$ cat config.mk
export PLATFORM = sky130hd
export DESIGN_NAME = tm1637_frame_driver
export DESIGN_NICKNAME = d
export VERILOG_FILES = /design/src/rtl/tm1637_frame_driver.sv
export SDC_FILE = /design/constraint.sdc
export NUM_CORES = 1
export LEC_CHECK = 0
export ABC_AREA = 1
export CAP_MARGIN = 20
export CORE_UTILIZATION = 30
export DETAILED_ROUTE_END_ITERATION = 12
export PLACE_DENSITY = 0.56
export SLEW_MARGIN = 0
export SYNTH_ARGS = -nofsm -noshare
export SYNTH_HDL_FRONTEND = slang
export SYNTH_SLANG_ARGS = --single-unit
$ cat constraint.sdc
create_clock -name clk_50M -period 4.1 [get_ports clk_50M]
set_clock_uncertainty 0.05 [all_clocks]
set_input_delay 0.82 -clock clk_50M [delete_from_list [all_inputs] [get_ports clk_50M]]
set_output_delay 0.82 -clock clk_50M [all_outputs]
set_load 0.05 [all_outputs]
$ cat src/rtl/tm1637_frame_driver.sv
// TM1637 two-wire display driver: START/STOP generation, LSB-first bytes,
// 9th-clock ACK sampling and an open-drain DIO. Each refresh sends the data
// command, the address plus all digits, and the display control byte from
// a shadow copy of the inputs taken at start.
module tm1637_frame_driver #(
  parameter int NUM_DIGITS     = 4,
  parameter int CLK_DIV        = 250,
  parameter int REFRESH_PERIOD = 0
) (
  input  logic                    clk_50M,
  input  logic                    rst_n,
  input  logic [8*NUM_DIGITS-1:0] seg_data,
  input  logic [2:0]              brightness,
  input  logic                    display_on,
  input  logic                    update,
  output logic                    busy,
  output logic                    done,
  output logic                    ack_err,
  output logic                    tm1637_clk,
  output logic                    tm1637_dio_oe,
  input  logic                    tm1637_dio_in,
  output logic [3:0]              dbg_state
);

  localparam int PH_W = ($clog2(CLK_DIV) > 0) ? $clog2(CLK_DIV) : 1;
  localparam int BY_W = ($clog2(NUM_DIGITS + 1) > 0) ? $clog2(NUM_DIGITS + 1) : 1;
  localparam int RF_W = ($clog2(REFRESH_PERIOD + 1) > 0) ? $clog2(REFRESH_PERIOD + 1) : 1;
  localparam logic [PH_W-1:0] PH_LAST = PH_W'(CLK_DIV - 1);
  localparam logic [BY_W-1:0] BY_LAST = BY_W'(NUM_DIGITS);
  localparam logic [RF_W-1:0] RF_LAST = RF_W'((REFRESH_PERIOD > 0) ? REFRESH_PERIOD - 1 : 0);

  typedef enum logic [3:0] {
    S_IDLE, S_START0, S_START1, S_BIT_LO, S_BIT_HI,
    S_ACK_LO, S_ACK_HI, S_STOP0, S_STOP1, S_STOP2
  } state_e;

  typedef enum logic [1:0] {FR_CMD, FR_ADDR, FR_CTRL} frame_e;

  state_e                        state_q, state_d;
  frame_e                        frame_q, frame_d;
  logic [BY_W-1:0]               byte_q, byte_d;
  logic [2:0]                    bit_q, bit_d;
  logic [PH_W-1:0]               ph_q, ph_d;
  logic [RF_W-1:0]               ref_q, ref_d;
  logic [NUM_DIGITS-1:0][7:0]    seg_q, seg_d;
  logic [2:0]                    bright_q, bright_d;
  logic                          on_q, on_d;
  logic                          ack_err_q, ack_err_d;
  logic                          done_q, done_d;
  logic                          clk_q, clk_d;
  logic                          oe_q, oe_d;
  logic [1:0]                    dio_sync_q;
  logic                          phase_end, auto_hit, start;
  logic [7:0]                    nxt_byte;
  logic                          nxt_bit;

  // Byte on the wire for a given frame and byte position.
  function automatic logic [7:0] tx_byte(input frame_e fr, input logic [BY_W-1:0] idx,
                                         input logic [NUM_DIGITS-1:0][7:0] seg,
                                         input logic on, input logic [2:0] br);
    logic [7:0] b;
    b = 8'h40;
    case (fr)
      FR_CMD:  b = 8'h40;
      FR_ADDR: begin
        b = 8'hC0;
        for (int k = 0; k < NUM_DIGITS; k++)
          if (int'(idx) == k + 1) b = seg[k];
      end
      default: b = {4'h8, on, br};
    endcase
    return b;
  endfunction

  assign phase_end = (ph_q == PH_LAST);
  assign auto_hit  = (REFRESH_PERIOD > 0) && (ref_q == RF_LAST);
  assign start     = (state_q == S_IDLE) && (update || auto_hit);

  assign busy          = (state_q != S_IDLE);
  assign done          = done_q;
  assign ack_err       = ack_err_q;
  assign tm1637_clk    = clk_q;
  assign tm1637_dio_oe = oe_q;
  assign dbg_state     = state_q;

  // Sequencer: phase timer, bit/byte/frame stepping, start latching, ACK check.
  always_comb begin
    state_d   = state_q;
    frame_d   = frame_q;
    byte_d    = byte_q;
    bit_d     = bit_q;
    ph_d      = ph_q;
    ref_d     = ref_q;
    seg_d     = seg_q;
    bright_d  = bright_q;
    on_d      = on_q;
    ack_err_d = ack_err_q;
    done_d    = 1'b0;
    if (state_q == S_IDLE) begin
      ph_d = '0;
      if (start) begin
        state_d   = S_START0;
        frame_d   = FR_CMD;
        byte_d    = '0;
        bit_d     = '0;
        ref_d     = '0;
        seg_d     = seg_data;
        bright_d  = brightness;
        on_d      = display_on;
        ack_err_d = 1'b0;
      end else if (REFRESH_PERIOD > 0) begin
        ref_d = ref_q + 1'b1;
      end
    end else begin
      ph_d = phase_end ? '0 : ph_q + 1'b1;
      if (phase_end) begin
        case (state_q)
          S_START0: state_d = S_START1;
          S_START1: begin
            state_d = S_BIT_LO;
            byte_d  = '0;
            bit_d   = '0;
          end
          S_BIT_LO: state_d = S_BIT_HI;
          S_BIT_HI: begin
            state_d = (bit_q == 3'd7) ? S_ACK_LO : S_BIT_LO;
            bit_d   = bit_q + 1'b1;
          end
          S_ACK_LO: state_d = S_ACK_HI;
          S_ACK_HI: begin
            // A released (high) DIO at the end of the 9th clock means no ACK;
            // the frame carries on regardless.
            if (dio_sync_q[1]) ack_err_d = 1'b1;
            if (frame_q == FR_ADDR && byte_q != BY_LAST) begin
              state_d = S_BIT_LO;
              byte_d  = byte_q + 1'b1;
              bit_d   = '0;
            end else begin
              state_d = S_STOP0;
            end
          end
          S_STOP0: state_d = S_STOP1;
          S_STOP1: state_d = S_STOP2;
          S_STOP2: begin
            byte_d = '0;
            case (frame_q)
              FR_CMD:  begin state_d = S_START0; frame_d = FR_ADDR; end
              FR_ADDR: begin state_d = S_START0; frame_d = FR_CTRL; end
              default: begin state_d = S_IDLE;   done_d  = 1'b1;    end
            endcase
          end
          default: state_d = S_IDLE;
        endcase
      end
    end
  end

  // Pin levels for the upcoming phase, registered so they switch cleanly on
  // the first clock of each phase.
  always_comb begin
    nxt_byte = tx_byte(frame_d, byte_d, seg_q, on_q, bright_q);
    nxt_bit  = nxt_byte[bit_d];
    clk_d    = 1'b1;
    oe_d     = 1'b0;
    case (state_d)
      S_START1: oe_d = 1'b1;
      S_BIT_LO: begin clk_d = 1'b0; oe_d = ~nxt_bit; end
      S_BIT_HI: oe_d = ~nxt_bit;
      S_ACK_LO: clk_d = 1'b0;
      S_STOP0:  begin clk_d = 1'b0; oe_d = 1'b1; end
      S_STOP1:  oe_d = 1'b1;
      default:  begin clk_d = 1'b1; oe_d = 1'b0; end
    endcase
  end

  // State and shadow registers; reset returns the bus to idle immediately.
  always_ff @(posedge clk_50M or negedge rst_n) begin
    if (!rst_n) begin
      state_q    <= S_IDLE;
      frame_q    <= FR_CMD;
      byte_q     <= '0;
      bit_q      <= '0;
      ph_q       <= '0;
      ref_q      <= '0;
      seg_q      <= '0;
      bright_q   <= '0;
      on_q       <= 1'b0;
      ack_err_q  <= 1'b0;
      done_q     <= 1'b0;
      clk_q      <= 1'b1;
      oe_q       <= 1'b0;
    end else begin
      state_q    <= state_d;
      frame_q    <= frame_d;
      byte_q     <= byte_d;
      bit_q      <= bit_d;
      ph_q       <= ph_d;
      ref_q      <= ref_d;
      seg_q      <= seg_d;
      bright_q   <= bright_d;
      on_q       <= on_d;
      ack_err_q  <= ack_err_d;
      done_q     <= done_d;
      clk_q      <= clk_d;
      oe_q       <= oe_d;
    end
  end

  // Two-flop synchroniser for the DIO readback pin.
  always_ff @(posedge clk_50M or negedge rst_n) begin
    if (!rst_n) dio_sync_q <= 2'b11;
    else        dio_sync_q <= {dio_sync_q[0], tm1637_dio_in};
  end

endmodule
==> run metrics, run 1 <==
CP required 3.23 ns; CTS buffer count 9; Async S/R FF share, synth 1.00; layout overhead on the synthesized area 27.0%; ys flop type dfrtp_1; Ant. Diodes 0; setup TNS 0 ns; HPWL after DPL 5.87 mm; die area 0.0120 mm2; number of max-cap violations 0; multi-input logic area 0.00162 mm2; Routed WL 7.84 mm; Die X 110 um; GRT overflow 0; Worst Setup Start Kind flip-flop; H-tree levels 3; Std-Cell Rows 38; Final Setup Violations 0; status finished, final reports clean; CTS max path bufs 2; Routed WL per cell 12.0 um; Synth Area per Inst 7.61 um2; post-CTS sizing 0; post-synthesis sequential area ratio 0.448; number of global-route vias before repair 2979; cts hold-fix bufs 0; IO buf count 48; Tot Pwr 1.54 mW; worst vdd ir 0.159 mV; Via Count 2944; Mapped Cells 456; first-pass GRT wire length 13.4 mm; fin nets 557; EDFF count, synth 0; final core utilization 0.400; unique cell type count in the Yosys netlist 40; Post CTS Setup Buffer Count 0; RSZ-0062 raised after global routing no; critical path's slowest cell clkdlybuf4s50_1; Post-DRT Antenna Nets 0; fillers 1133; Worst EP arrival 2.21 ns; Post-Place Cell Area 0.00408 mm2; layout cells sized above 1 0.105; Root Buffer clkbuf_16; syn_nets 505; maximum clock rate 0.325 GHz; Hold Violations, Final 0; Slew headroom 0.560; CTS tree done; Leakage Power 2.17 nW; GRT Overall Usage 0.145; drt drc 0; cell area after layout 0.00441 mm2; Pwr per Cell Area 350 mW/mm2; WS Path Type flip-flop to output pin; CP endpoint kind output pin; IO Count 49; initial antenna violation count 0; TritonRoute pass-1 iters 4; Worst Hold Class flip-flop to flip-flop; CP max FO 11; Initial Utilization 0.315; Via density 4.51; largest net degree at the start of global routing 54; Clock Sinks 62; Syn. warnings 0; register area 0.00156 mm2; Slew @ Worst Pin 0.659 ns; clock latency on the worst-skew pair 0.32 ns; post-layout minimum cycle time 3.08 ns; CTS clk-pin slew, worst paths 0.05 ns; Yosys reg bits 62; Std-Cell Core Area 0.0110 mm2; crit-path cells nor2_4 -> nand2_1 -> clkdlybuf4s50_1; Tcrit/Tclk final 0.750; initial DRC count 117; Chip Height 110 um; post-synthesis cell area 0.00347 mm2; GP Congestion 0.823; CP peak stage delay 0.89 ns; Max Slew Vio Count 0
==> layout make-up <==
cell class,count,share of cell area
multi-input cells,322,0.367
well taps,140,0.0397
clock buffers,11,0.0551
inverters,62,0.0539
clock inverters,5,0.0187
flip-flops and latches,62,0.353
repair buffers,51,0.113
==> cell usage after synthesis, types with 2 or more instances <==
master | n | area share
o21bai_1 | 2 | 0.0043
nand2_2 | 5 | 0.0090
nor2_1 | 27 | 0.029
a32o_1 | 3 | 0.0087
o21a_1 | 2 | 0.0043
dfstp_2 | 3 | 0.023
nor3_1 | 4 | 0.0058
nor2_4 | 5 | 0.016
ha_1 | 9 | 0.032
nand3_1 | 28 | 0.040
and3_1 | 3 | 0.0054
clkbuf_1 | 6 | 0.0065
inv_4 | 2 | 0.0036
o21ai_0 | 28 | 0.040
a21oi_1 | 10 | 0.014
nand3_2 | 3 | 0.0087
dfrtp_1 | 59 | 0.43
nand2_4 | 3 | 0.0097
nand4_1 | 6 | 0.011
nand2_1 | 164 | 0.18
o21ai_1 | 3 | 0.0043
inv_2 | 5 | 0.0054
buf_6 | 3 | 0.0097
inv_1 | 54 | 0.058
nor2_2 | 4 | 0.0072
==> per-stage QoR <==
step | instances | worst slack [ns] | hold slack, ns
final | 653 | 1.02 | 0.307
after global routing | 653 | 0.901 | 0.313
after CTS | 653 | 1.01 | 0.310
after detailed placement | 637 | 0.921 | 0.302
after global placement | 637 | 1.03 | 0.301
after floorplan | 456 | 1.72 | 0.295
==> placed cells by master, fill, tap and decap left out, drive strengths merged <==
| cell | n |
|---|---|
| o2111ai | 1 |
| nand4 | 6 |
| o32ai | 1 |
| and3 | 3 |
| dfrtp | 59 |
| a21oi | 10 |
| inv | 61 |
| dfstp | 3 |
| o211ai | 1 |
| or2 | 1 |
| o21a | 2 |
| a22oi | 1 |
| a31oi | 1 |
| nor3 | 5 |
| buf | 4 |
| clkdlybuf4s50 | 47 |
| a211oi | 1 |
| nand2 | 173 |
| nor2 | 36 |
| ha | 9 |
| bufinv | 2 |
| clkinv | 1 |
| xor2 | 1 |
| clkbuf | 11 |
| nand3 | 32 |
| a32o | 3 |
| o22ai | 1 |
| o21bai | 2 |
| clkinvlp | 3 |
| o21ai | 32 |
==> worst max-delay path: cells and delay by family, from the launching register on <==
family                 cells  cell delay, ns
and+or+nand+nor            2            0.44
DFF                        1            0.55
buffers and inverters      1            0.89
==> cells by family (layout without fill, tap and decap cells) <==
logic type,count (synthesis),in the layout,synth area share
and+or+nand+nor,256,256,0.335
buffers and inverters,72,129,0.0858
DFF,62,62,0.448
AOI/OAI and AO/OA,56,56,0.0956
adders and majority gates,9,9,0.0325
xor gates and xnor gates,1,1,0.00252
==> flip-flops by register name (all words and copies together), names as in the netlist, 2 cells and up <==
signal,count
bit_q,3
frame_q,2
bright_q,3
seg_q,32
byte_q,3
dio_sync_q,2
dbg_state,4
ph_q,8
==> per-layer routing <==
metal | GRT usage | part of all wire | up-vias
met2 | 0.241 | 0.45 | 63
met4 | 0.0467 | 0.012 | 0
met5 | 0 | 0 | -
met1 | 0.188 | 0.50 | 1325
met3 | 0.0314 | 0.031 | 7
li1 | - | - | 1549
==> path summary, 6_finish.rpt <==
| check | slack (ns) | to | startpoint | cells after the start |
|---|---|---|---|---|
| min reg2reg | 0.31 | dio_sync_q[1] | dio_sync_q[0] | 0 |
| min in group asynchronous | 0.48 | ph_q[5] | rst_n | 1 |
| min | 0.31 | dio_sync_q[1] | dio_sync_q[0] | 0 |
| max reg2reg | 1.33 | tm1637_dio_oe | ph_q[1] | 19 |
| max in group asynchronous | 2.61 | dio_sync_q[1] | rst_n | 2 |
| max | 1.02 | busy | dbg_state[1] | 3 |
==> where the power goes <==
| part | internal (mW) | switching [mW] | total [mW] |
|---|---|---|---|
| Clock | 0.548 | 0.269 | 0.817 |
| Combinational | 0.0441 | 0.0376 | 0.0817 |
| Sequential | 0.635 | 0.00877 | 0.644 |
| Total | 1.23 | 0.315 | 1.54 |
No activity file was read; power rests on OpenSTA's default activity.
==> inputs of run 2 (changes only) <==
clock period = 3 ns   (was 4.1 ns; I/O delays follow)
==> run 2 against run 1 <==
  * Final area is 0.99% higher
  * Worst hold slack worse by 0.014 ns
  * Non-clock buffer count is 3 higher
  * Die area stayed put
  * Critical endpoint unchanged
  * Flip-flop and latch count stayed put
  * Combinational power is 40% higher
  * Sequential power is 37% higher
  * Clock-buffer cell count stayed put
  * Final cell count is 0.46% higher
  * Via count is 0.37% higher
  * Total power is 38% higher
  * Critical path type unchanged
  * Largest power group unchanged
==> run metrics, run 2 (synthesis gave the netlist of run 1 again) <==
status finished, final reports clean; Comb pwr share 0.054 (about the same); Std-Cell Rows 38 (unchanged); Post CTS Setup Buffer Count 0 (unchanged); fillers 1151 (+1.6%); Reg power frac 0.413 (-0.004); GRT Overall Usage 0.143 (-0.00216); GRT overflow 0 (unchanged); Worst EP arrival 1.98 ns (-0.23 ns); number of max-cap violations 0 (unchanged); Worst Setup Start Kind flip-flop; Std-Cell Core Area 0.0110 mm2 (unchanged); CTS max path bufs 2 (unchanged); Root Buffer clkbuf_16; worst vdd ir 0.241 mV (+52%); Pwr per Cell Area 478 mW/mm2 (+37%); first-pass GRT wire length 13.3 mm (-0.92%); Routed WL per cell 12.0 um (-0.34%); clock latency on the worst-skew pair 0.32 ns (about the same); Tcrit/Tclk final 0.876; switching pwr 0.426 mW (+35%); CTS tree done; worst path buffer plus inverter count 1 (unchanged); max reg flops 32 (unchanged); IO Count 49 (unchanged); CP endpoint kind output pin; Ant. Diodes 0 (unchanged); Leakage Power 2.21 nW (+1.5%); final core utilization 0.404 (+0.00397); cts hold-fix bufs 0 (unchanged); CP max FO 9 (-2); Final Setup Violations 0 (unchanged); Routed WL 7.85 mm (+0.11%); CP required 2.35 ns (-0.88 ns); Worst Hold Class input port to asynchronous set/reset pin; Internal Power 1.70 mW (+39%); Max Slew Vio Count 0 (unchanged); Initial Utilization 0.315 (unchanged); register area 0.00156 mm2 (unchanged); fin nets 560 (+0.54%); largest net degree at the start of global routing 54 (unchanged); layout overhead on the synthesized area 28.3%; CP peak stage delay 0.84 ns (-0.05 ns); post-layout minimum cycle time 2.63 ns; multi-input logic area 0.00162 mm2 (unchanged); critical path's slowest cell clkdlybuf4s50_1; initial antenna violation count 0 (unchanged); initial DRC count 146 (+25%); IO buf count 48 (unchanged); setup TNS 0 ns (unchanged); layout cells sized above 1 0.112 (+0.00714); most frequent cells in the layout 164 x nand2_1, 59 x dfrtp_1, 54 x inv_1; H-tree levels 3 (unchanged); maximum clock rate 0.381 GHz; Post-DRT Antenna Nets 0 (unchanged); most common cell after layout, fill and taps aside nand2_1; WS Path Type flip-flop to output pin; Slew @ Worst Pin 0.753 ns (+0.0936 ns); CTS buffer count 9 (unchanged); HPWL after DPL 6.04 mm (+2.9%); RSZ-0062 raised after global routing no; Slew headroom 0.498 (-0.0624); Chip Height 110 um (unchanged); Via Count 2955 (+0.37%); Sw Share 0.200 (-0.00400); Top delay family on crit path buffers and inverters; Die X 110 um (unchanged); number of global-route vias before repair 2882 (-3.3%); crit-path cells nor2_4 -> nand2_1 -> clkdlybuf4s50_1; Via density 4.50 (about the same); Clock Sinks 62 (unchanged); post-CTS sizing 0 (unchanged); CTS clk-pin slew, worst paths 0.06 ns (about the same); GP Congestion 0.876 (+6.5%); Biggest register seg_q; TritonRoute pass-1 iters 4 (unchanged); Hold Violations, Final 0 (unchanged); die area 0.0120 mm2 (unchanged); clock share of power 0.533 (+0.003); drt drc 0 (unchanged)
[run 2: changes by cell type in the layout (fill, tap and decap cells not counted), sizes merged]
cell and change:
buf +3, clkinv +2, clkinvlp -2
[run 2: cell type report]
type / instances / area share
Clock buffer: 11 / 0.0568
Sequential cell: 62 / 0.349
Inverter: 62 / 0.0534
Clock inverter: 5 / 0.0183
Tap cell: 140 / 0.0393
Multi-Input combinational cell: 322 / 0.363
Timing Repair Buffer: 54 / 0.120
[run 2: layer usage]
metal  track usage  routed length (um)
met1         0.192                3870
met2         0.232                3610
met3        0.0279                 289
met4        0.0457                  74
met5             0                   0
[run 2: metrics by stage]
step,instances,power (mW),area (um2),hold slack (ns),setup WS [ns]
after global placement,640,1.01,4120,0.304,0.359
after floorplan,456,0.924,3470,0.254,0.616
final,656,2.13,4450,0.294,0.372
after CTS,656,2.16,4450,0.312,0.340
after global routing,656,2.20,4450,0.314,0.150
after detailed placement,640,1.01,4120,0.305,0.368
[run 2: worst reg2reg max path, delay by kind of cell (launching register included)]
| family | cells | cell delay (ns) |
|---|---|---|
| fa+ha+maj | 1 | 0.15 |
| simple gates | 13 | 1.51 |
| compound gates | 2 | 0.28 |
| buf+inv | 1 | 0.06 |
| flops | 1 | 0.39 |
[run 2: final timing paths]
check	start	end	slack, ns	depth (start not counted)
setup / recovery	dbg_state[1]	busy	0.37	3
hold / removal	rst_n	ph_q[6]	0.29	1
setup reg to reg	ph_q[1]	tm1637_dio_oe	0.44	17
hold reg to reg	dio_sync_q[0]	dio_sync_q[1]	0.31	0
max in group asynchronous	rst_n	dio_sync_q[1]	1.91	2
min in group clk_50M	dio_sync_q[0]	dio_sync_q[1]	0.31	0
[run 2: power groups by stage]
stage	clock network [mW]	logic (mW)	registers [mW]
4_1_cts	1.16	0.118	0.880
2_1_floorplan	0	0.0309	0.893
3_5_place_dp	0	0.117	0.894
6_report	1.13	0.114	0.880
5_1_grt	1.19	0.129	0.882
3_3_place_gp	0	0.115	0.894
